### config.mk
export PLATFORM = sky130hd
export DESIGN_NAME = sccb_init_sequencer
export DESIGN_NICKNAME = d
export VERILOG_FILES = /design/src/rtl/sccb_pkg.sv /design/src/rtl/sccb_init_rom.sv /design/src/rtl/sccb_init_sequencer.sv
export SDC_FILE = /design/constraint.sdc
export NUM_CORES = 1
export LEC_CHECK = 0
export BUFFER_PORTS_ARGS = -buffer_cell sky130_fd_sc_hd__buf_2
export CAP_MARGIN = 5
export CORE_ASPECT_RATIO = 0.7
export CORE_UTILIZATION = 25
export CTS_BUF_LIST = sky130_fd_sc_hd__clkbuf_8
export DETAILED_ROUTE_END_ITERATION = 6
export PLACE_DENSITY_LB_ADDON = 0.2
export REMOVE_ABC_BUFFERS = 1
export SETUP_SLACK_MARGIN = 0.5
export SYNTH_ARGS = -nofsm -noshare
export SYNTH_HDL_FRONTEND = slang
export SYNTH_HIERARCHICAL = 1
export SYNTH_SLANG_ARGS = --single-unit
### constraint.sdc
create_clock -name XCLK -period 2.2 [get_ports XCLK]
set_input_delay 0.33 -clock XCLK [delete_from_list [all_inputs] [get_ports XCLK]]
set_output_delay 0.33 -clock XCLK [all_outputs]
set_load 0.02 [all_outputs]
### src/rtl/sccb_pkg.sv
// Shared types and constants for the SCCB register-init sequencer.
package sccb_pkg;

    typedef enum logic [2:0] {
        S_IDLE,
        S_FETCH,
        S_DECODE,
        S_REQ,
        S_GAP,
        S_DELAY,
        S_DONE,
        S_ERR
    } state_t;

    // Table entry encodings
    localparam logic [15:0] SCCB_END       = 16'hFFFF;
    localparam logic [7:0]  SCCB_DELAY_REG = 8'hF0;

    // OV7670 write ID
    localparam logic [7:0]  OV7670_DEV_ID  = 8'h42;

endpackage

### src/rtl/sccb_init_rom.sv
// Register-init table: ROM_DEPTH x 16 synchronous ROM with one cycle of read latency.
// Contents are supplied as a packed parameter (entry i at bits [16*i +: 16]) so each
// instance can carry its own table.
module sccb_init_rom #(
    parameter int                      ROM_DEPTH  = 128,
    parameter logic [ROM_DEPTH*16-1:0] INIT_TABLE = '1
) (
    input  logic                         clk,
    input  logic [$clog2(ROM_DEPTH)-1:0] addr,
    output logic [15:0]                  data
);

    logic [15:0] mem [ROM_DEPTH];

    for (genvar i = 0; i < ROM_DEPTH; i++) begin : g_mem
        assign mem[i] = INIT_TABLE[i*16 +: 16];
    end

    // Registered read port
    always_ff @(posedge clk) begin
        data <= mem[addr];
    end

endmodule

### src/rtl/sccb_init_sequencer.sv
// Walks the init table and issues one SCCB write per entry through a req/ack
// handshake, with per-entry NACK retries, inter-transaction gaps and ms delays.
module sccb_init_sequencer
    import sccb_pkg::*;
#(
    parameter logic [7:0]              DEV_ID     = OV7670_DEV_ID,
    parameter int                      CLK_HZ     = 24000000,
    parameter int                      ROM_DEPTH  = 128,
    parameter int                      NUM_RETRY  = 3,
    parameter int                      GAP_CYCLES = 64,
    parameter logic [ROM_DEPTH*16-1:0] INIT_TABLE = {ROM_DEPTH{SCCB_END}}
) (
    input  logic                         XCLK,
    input  logic                         RST,
    input  logic                         start,
    output logic                         busy,
    output logic                         done,
    output logic                         error,
    output logic [$clog2(ROM_DEPTH)-1:0] progress,
    output logic                         sccb_req,
    output logic                         sccb_rw,
    output logic [7:0]                   sccb_addr_id,
    output logic [7:0]                   sccb_addr_reg,
    output logic [7:0]                   sccb_data,
    input  logic                         sccb_ack,
    input  logic                         sccb_nack
);

    localparam int IDX_W  = $clog2(ROM_DEPTH);
    localparam int MS_CYC = CLK_HZ / 1000;
    localparam int CYC_W  = (MS_CYC > 1) ? $clog2(MS_CYC) : 1;
    localparam int RTY_W  = (NUM_RETRY > 0) ? $clog2(NUM_RETRY + 1) : 1;
    localparam int GAP_W  = $clog2(GAP_CYCLES + 1);

    localparam logic [IDX_W-1:0] LAST_IDX = IDX_W'(ROM_DEPTH - 1);
    localparam logic [CYC_W-1:0] CYC_TOP  = CYC_W'(MS_CYC - 1);
    localparam logic [RTY_W-1:0] RTY_MAX  = RTY_W'(NUM_RETRY);
    localparam logic [GAP_W-1:0] GAP_TOP  = GAP_W'(GAP_CYCLES - 1);

    state_t           state, state_n;
    logic [IDX_W-1:0] progress_n;
    logic [RTY_W-1:0] retry, retry_n;
    logic [GAP_W-1:0] gap_cnt, gap_n;
    logic [7:0]       ms_cnt, ms_n;
    logic [CYC_W-1:0] cyc_cnt, cyc_n;
    logic             busy_n, done_n, error_n;
    logic [7:0]       reg_n, data_n;
    logic [15:0]      rom_data;

    sccb_init_rom #(
        .ROM_DEPTH (ROM_DEPTH),
        .INIT_TABLE(INIT_TABLE)
    ) u_rom (
        .clk (XCLK),
        .addr(progress),
        .data(rom_data)
    );

    // Request is purely state-decoded so reset kills it without waiting for a clock
    assign sccb_req     = (state == S_REQ);
    assign sccb_rw      = 1'b0;
    assign sccb_addr_id = DEV_ID;

    // State and datapath registers
    always_ff @(posedge XCLK or posedge RST) begin
        if (RST) begin
            state         <= S_IDLE;
            progress      <= '0;
            retry         <= '0;
            gap_cnt       <= '0;
            ms_cnt        <= '0;
            cyc_cnt       <= '0;
            busy          <= 1'b0;
            done          <= 1'b0;
            error         <= 1'b0;
            sccb_addr_reg <= '0;
            sccb_data     <= '0;
        end else begin
            state         <= state_n;
            progress      <= progress_n;
            retry         <= retry_n;
            gap_cnt       <= gap_n;
            ms_cnt        <= ms_n;
            cyc_cnt       <= cyc_n;
            busy          <= busy_n;
            done          <= done_n;
            error         <= error_n;
            sccb_addr_reg <= reg_n;
            sccb_data     <= data_n;
        end
    end

    // Next-state and datapath updates; advancing past the last entry ends the sequence
    always_comb begin
        state_n    = state;
        progress_n = progress;
        retry_n    = retry;
        gap_n      = gap_cnt;
        ms_n       = ms_cnt;
        cyc_n      = cyc_cnt;
        busy_n     = busy;
        done_n     = done;
        error_n    = error;
        reg_n      = sccb_addr_reg;
        data_n     = sccb_data;
        case (state)
            S_IDLE: begin
                if (start) begin
                    progress_n = '0;
                    retry_n    = '0;
                    done_n     = 1'b0;
                    error_n    = 1'b0;
                    busy_n     = 1'b1;
                    state_n    = S_FETCH;
                end
            end
            S_FETCH: state_n = S_DECODE;
            S_DECODE: begin
                if (rom_data == SCCB_END) begin
                    state_n = S_DONE;
                end else if (rom_data[15:8] == SCCB_DELAY_REG) begin
                    ms_n    = rom_data[7:0];
                    cyc_n   = '0;
                    state_n = S_DELAY;
                end else begin
                    reg_n   = rom_data[15:8];
                    data_n  = rom_data[7:0];
                    state_n = S_REQ;
                end
            end
            S_REQ: begin
                if (sccb_ack) begin
                    gap_n = '0;
                    if (!sccb_nack) begin
                        retry_n = '0;
                        if (progress == LAST_IDX) begin
                            state_n = S_DONE;
                        end else begin
                            progress_n = progress + 1'b1;
                            state_n    = S_GAP;
                        end
                    end else if (retry == RTY_MAX) begin
                        state_n = S_ERR;
                    end else begin
                        retry_n = retry + 1'b1;
                        state_n = S_GAP;
                    end
                end
            end
            S_GAP: begin
                if (gap_cnt == GAP_TOP) state_n = S_FETCH;
                else                    gap_n   = gap_cnt + 1'b1;
            end
            S_DELAY: begin
                if (ms_cnt == 8'd0 || (cyc_cnt == CYC_TOP && ms_cnt == 8'd1)) begin
                    cyc_n = '0;
                    ms_n  = '0;
                    if (progress == LAST_IDX) begin
                        state_n = S_DONE;
                    end else begin
                        progress_n = progress + 1'b1;
                        state_n    = S_FETCH;
                    end
                end else if (cyc_cnt == CYC_TOP) begin
                    cyc_n = '0;
                    ms_n  = ms_cnt - 1'b1;
                end else begin
                    cyc_n = cyc_cnt + 1'b1;
                end
            end
            S_DONE: begin
                done_n  = 1'b1;
                busy_n  = 1'b0;
                state_n = S_IDLE;
            end
            S_ERR: begin
                error_n = 1'b1;
                busy_n  = 1'b0;
                state_n = S_IDLE;
            end
            default: state_n = S_IDLE;
        endcase
    end

endmodule

; Word level (Yosys, flattened, before mapping)
; Memories as Yosys holds them, arrays and structs flattened. A register that Yosys moved wholly into a read port is not among the register bits.
; Index checks and enable logic that the tools add are counted.
[op_classes]
add_sub_neg = 5
eq_ne = 24
n_mux = 40
n_bitwise = 3
reduce_logical = 22
[ops]
columns = cell, count
row1 = 15-bit 2-to-1 mux, 4
row2 = 7-bit 2-to-1 mux, 7
row3 = 8-bit 2-to-1 mux, 4
row4 = 15-bit case mux with 2 select lines, 1
row5 = 3-bit 2-to-1 mux, 8
row6 = 3-bit case mux with 7 select lines, 1
row7 = 7-bit case mux with 3 select lines, 1
row8 = 16-bit == test (second input constant), 1
row9 = 8-bit case mux with 2 select lines, 1
row10 = 15-bit by 1-bit adder with 15-bit output (second input constant), 1
row11 = 15-bit == test (second input constant), 1
row12 = 7-bit by 1-bit adder with 7-bit output (second input constant), 2
row13 = 2-bit != test (second input constant), 7
row14 = 7-bit case mux with 2 select lines, 1
row15 = 3-bit == test (second input constant), 4
row16 = 2-bit 2-to-1 mux, 6
row17 = 4-bit AND reduction, 3
row18 = 2-bit nonzero test, 6
row19 = 3-bit AND reduction, 3
row20 = 8-bit by 1-bit == test with 1-bit output (second input constant), 1
row21 = 8-bit == test (second input constant), 1
row22 = 8-bit zero test, 1
row23 = 7-bit inverter with 8-bit output, 1
row24 = 8-bit by 1-bit subtractor with 8-bit output (second input constant), 1
row25 = other kinds (19), 27
[word_totals]
register_bits = 61
romBits = 2048
in_bits = 5
out_inout_bits = 36
elab_cells = 106
memories = 1
[memory_table]
columns = memory, words, width, read_ports, rd_clocked_by_memory_dff, wr, line_no
row1 = (name not given), 128, 16, 1, 1, 0, sccb_init_rom.sv:21  ; data <= mem[addr];

; Depth between registers and ports, before layout
[depth]
ltp_word = 5
ltp_mapped = 9
mapped_depth_nobuf = 6

; Cells and area by module
; The synthesis kept the hierarchy.
[by_module_without_submodules]
columns = module, n_inst, cells_per_inst, area_per_inst_um2, seq_area_each_um2
row1 = sccb_init_sequencer, 1, 367, 3479.6, 1526.5
row2 = sccb_init_rom, 1, 17, 123.9, 0.0

; Worst setup path after synthesis
; OpenSTA, ideal clock, no wires.
[synth_timing]
kind = register to register
from = register cyc_cnt[0]
to = register ms_cnt[2]
setup_time_ns = 0.126
arrival_ns = 1.952
required_ns = 2.074
path_slack_ns = 0.121
path_stages_with_launch = 8
path_buffers = 1
path_cell_list = dfrtp_1 > ha_1 > nand3_1 > nor3_1 > a21oi_1 > or2_0 > buf_2 > a221o_1
[synth_between]
elab_chain_len = 5
elab_cells_between_ends = 7
classes_between = eq/ne: 2 / mux: 2 / reduce/logical: 3
[synth_rtl]
columns = element, line_no
row1 = start: declaration, sccb_init_sequencer.sv:45  ; logic [CYC_W-1:0] cyc_cnt, cyc_n;
row2 = start signal: assignment, sccb_init_sequencer.sv:84  ; cyc_cnt <= cyc_n;
row3 = 15-bit == test (*), "sccb_init_sequencer.sv:155, sccb_init_sequencer.sv:164"
row4 = 1-bit logical AND, sccb_init_sequencer.sv:155  ; if (ms_cnt == 8'd0 || (cyc_cnt == CYC_TOP && ms_cnt == 8'd1)) begin
row5 = 1-bit logical OR, sccb_init_sequencer.sv:155
row6 = 3-bit != test (no line) / 8-bit 2-to-1 mux (equally long branches), -
row7 = 4-bit AND reduction (no line) / 8-bit case mux with 2 select lines (equally long branches), -
row8 = end signal: assignment, sccb_init_sequencer.sv:83  ; ms_cnt <= ms_n;
row9 = end: declaration, sccb_init_sequencer.sv:44  ; logic [7:0] ms_cnt, ms_n;
; Mark *: on every way between the ends. The rest lies on a longest branch, timed or not.
; A chain may end at the register's enable or synchronous reset.

; Worst setup path after layout
[layout_timing]
from = register ms_cnt[6]
to = register ms_cnt[2]
[layout_between]
elab_chain_len = 5
elab_cells_between_ends = 8
classes_between = eq/ne: 2 / mux: 2 / reduce/logical: 4
[layout_rtl]
columns = element, line_no
row1 = 8-bit by 1-bit == test with 1-bit output, sccb_init_sequencer.sv:155
row2 = 1-bit logical AND, sccb_init_sequencer.sv:155
row3 = 1-bit logical OR (*), sccb_init_sequencer.sv:155
row4 = 3-bit != test (no line) / 8-bit 2-to-1 mux (equally long branches), -
row5 = 4-bit AND reduction (no line) / 8-bit case mux with 2 select lines (equally long branches), -
; Marked as above.

==> reports/results.tsv <==
stage	metric	value	unit
yosys	synthArstFlopShare	100	%
yosys	synth-main-ff-cell	dfrtp_1	
clock_network	cts_tree	yes	
grt	grt_usage	13.8	%
grt	grt_max_degree	32	
floorplanning	ios	41	
yosys	synth_top_area_share	42.4	%
worst_setup_path	rr_worst_depth	6	
layout	syn2layout_area_growth	42.0	%
clock_network	htreeDepth	3	
run_status	status	complete, but fails checks	
timing	finalHoldViolations	0	
worst_setup_path	startpoint	ms_cnt[6]$_DFFE_PP0P_	
flow_run	cap_violations	0	
drt	drt_iter0_drc	206	
grt	grt_pass1_wl	16000	um
timing	fin_ws	214	ps
floorplanning	die-area	0.0149	mm^2
layout	fillCellCount	1413	
floorplanning	die_y	102	um
drt	routed_wl	10100	um
timing	rsz0062_at_grt	true	
pwr	power.total	0.00616	W
layout	fin_cells	677	
timing	finalSetupTns	0	ps
worst_setup_path	worstPathRequired	2430	ps
yosys	synth-seq-cells	61	
drt	drc	0	
yosys	synthTopCellsByArea	dfrtp_1 42%, mux2_2 5.3%, buf_4 5.2%	
layout	layout_commonest_cell	dfrtp_1	
clock_network	clk-insertion-delay-late	350	ps
layout	regMostFlops	cyc_cnt	
placement	io_buffers	31	
placement	dpl.hpwl	6710	um
timing	min_period	1990	ps
layout	nets	495	
pwr	peakVddDrop	0.471	mV
layout	drive_gt1_share	40.5	%
worst_setup_path	cpLargestDelayFamily	simple AND/OR/NAND/NOR gates	
grt	grt_overflow	0	
worst_setup_path	critical-path-slowest-cell	dfrtp_1	
pwr	p_leak	2.26	nW
worst_setup_path	path_buf_inv	1	
drt	dr.pass1.iters	5	
yosys	synth-edff-count	0	
timing	timing.fmax	0.503	GHz
worst_setup_path	cp_data_arrival_time	2220	ps
floorplanning	core_area	0.0140	mm^2
yosys	synth_warnings	6	
worst_setup_path	critPathMaxStageDelay	420	ps
timing	finClkSkew	11.7	ps
floorplanning	fp.dieW	145	um
clock_network	cts_buffers	9	
timing	tightest_slew	1700	ps
worst_setup_path	cp-end-kind	register	
worst_setup_path	crit_type	register to register	
layout	antennaDiodeCount	0	
worst_setup_path	crit_path_start_kind	register	
worst_setup_path	cp_max_fo	4	
clock_network	clk_path_buf_depth	2	
floorplanning	start_util	25.7	%
placement	dp.cells	616	
yosys	avgSynthCellArea	9.38	um^2
clock_network	cts_sinks	61	
grt	grt_antenna_before_repair	0	
pwr	power_density	1200	mW/mm^2
timing	maxSlewViolCount	17	
grt	grt_pass1_vias	3031	
placement	pre_cts_slack	111	ps
layout	largest_register_ffs	15	
yosys	yosysTopAreaCell	dfrtp_1	
worst_setup_path	cp_common_cell	nor2_1	
worst_setup_path	cp.depth	6	
timing	slew-limit-headroom	-14.1	%
hold_path	hold_class	input port to register	
yosys	synth_seq_area_share	42.4	%
floorplanning	num_rows	36	
timing	setup_viol	0	
worst_setup_path	crit_chain	nor2_1 > and2_4 > buf_4 > and4_2 > nor2_1 > a221o_1	
worst_setup_path	worstReg2RegEnd	ms_cnt[2]$_DFFE_PP0P_	
clock_network	clkSlewWorstSetupHoldPaths	70	ps
timing	period_share	90.3	%
drt	wl_per_cell	15.0	um
drt	num_vias	3241	
drt	vias_per_cell	4.79	
layout	final_cell_mix	61 x dfrtp_1, 48 x buf_4, 36 x nand2_1, 31 x buf_2, 26 x nor2_1	
clock_network	root_buffer	clkbuf_8	
timing	whs	295	ps
yosys	synthCells	384	
drt	ant_nets	0	
worst_setup_path	rrSetupSlack	210	ps
worst_setup_path	critPathCapture	ms_cnt[2]$_DFFE_PP0P_	
placement	place_congestion	0.811	
yosys	synth.distinct_cells	60	
run_status	violations	slew limit	
worst_setup_path	r2r-start	ms_cnt[6]$_DFFE_PP0P_	
yosys	syn-cell-area	0.00360	mm^2
==> cell families after synthesis <==
group | count (synthesis) | synth area share, %
AND/OR/NAND/NOR | 132 | 18.6
AO/OA/AOI/OAI | 102 | 20.6
flip-flops | 61 | 42.4
buffers and inverters | 54 | 8.40
multiplexers | 22 | 6.70
adder cells (fa/ha/maj) | 6 | 2.08
XOR/XNOR | 4 | 0.972
other | 3 | 0.312
==> cells in the mapped netlist (all sizes together) (3+ instances only) <==
cell type / number
o22ai: 3
buf: 30
a211oi: 8
o21ai: 25
nor4: 5
dfrtp: 61
nand2b: 3
and3: 6
inv: 13
or3: 3
a21o: 4
clkbuf: 11
o21a: 5
nand4: 5
nor3: 8
mux2i: 5
o31a: 3
a22o: 7
a32oi: 3
nand2: 40
nand3: 17
xor2: 4
o31ai: 3
a2bb2oi: 6
ha: 6
mux2: 17
a21oi: 14
conb: 3
nor2: 29
==> how the worst min path moves through the flow <==
| stage | from | end | slack (ps) | cells past startpoint |
|---|---|---|---|---|
| detailed placement | RST | cyc_cnt[1]$_DFFE_PP0P_ | 340 | 2 |
| global route | sccb_nack | retry[1]$_DFFE_PP0P_ | 290 | 3 |
| global placement | RST | cyc_cnt[0]$_DFFE_PP0P_ | 340 | 2 |
| finish | sccb_nack | retry[1]$_DFFE_PP0P_ | 290 | 3 |
| CTS | sccb_nack | retry[1]$_DFFE_PP0P_ | 280 | 3 |
| floorplan | retry[1]$_DFFE_PP0P_ | retry[1]$_DFFE_PP0P_ | 450 | 2 |
==> final cells by class <==
type                    instances  area, um^2  share of cell area [%]
well taps                     190         238                    4.65
flip-flops and latches         61        1530                    29.8
clock inverters                 2        33.8                   0.660
inverters                      13        48.8                   0.954
clock buffers                  12         165                    3.23
repair buffers                108         922                    18.0
multi-input cells             291        2180                    42.7
==> power by group <==
part / internal (W) / total [W] / switching (W)
sequential: 0.00151 / 0.00183 / 0.000322
combinational: 0.00159 / 0.00329 / 0.00170
clock: 0.000600 / 0.00105 / 0.000446
==> layer usage <==
metal,wire length [um],global-route usage [%],vias up
met1,5050,20.6,1589
met2,4360,19.2,82
met3,664,3.79,6
met4,52,3.56,0
li1,-,-,1564
met5,0,0,-
==> what timing repair did <==
action                                  in CTS  in global routing
pin swaps                                   20                 21
buffers inserted                            17                 26
resized for setup                           49                 53
endpoints found under the setup margin      41                 40
gates cloned                                 2                  1
endpoints found under the hold margin       14                  0
hold buffers                                 1                  0
==> worst reg2reg max path: stages (launching register included) <==
cell and delay [ps]:
dfrtp_1 420, nor2_1 350, and2_4 250, buf_4 110
and4_2 300, nor2_1 130, a221o_1 330
==> metrics by stage <==
stage               area, um^2  util [%]
floorplan                 3430         -
global placement          4090      29.2
detailed placement        4090      29.2
CTS                       4710      33.6
global route              5120      36.5
finish                    5120      36.5
Note: power is estimated with default switching activity, not from simulation.
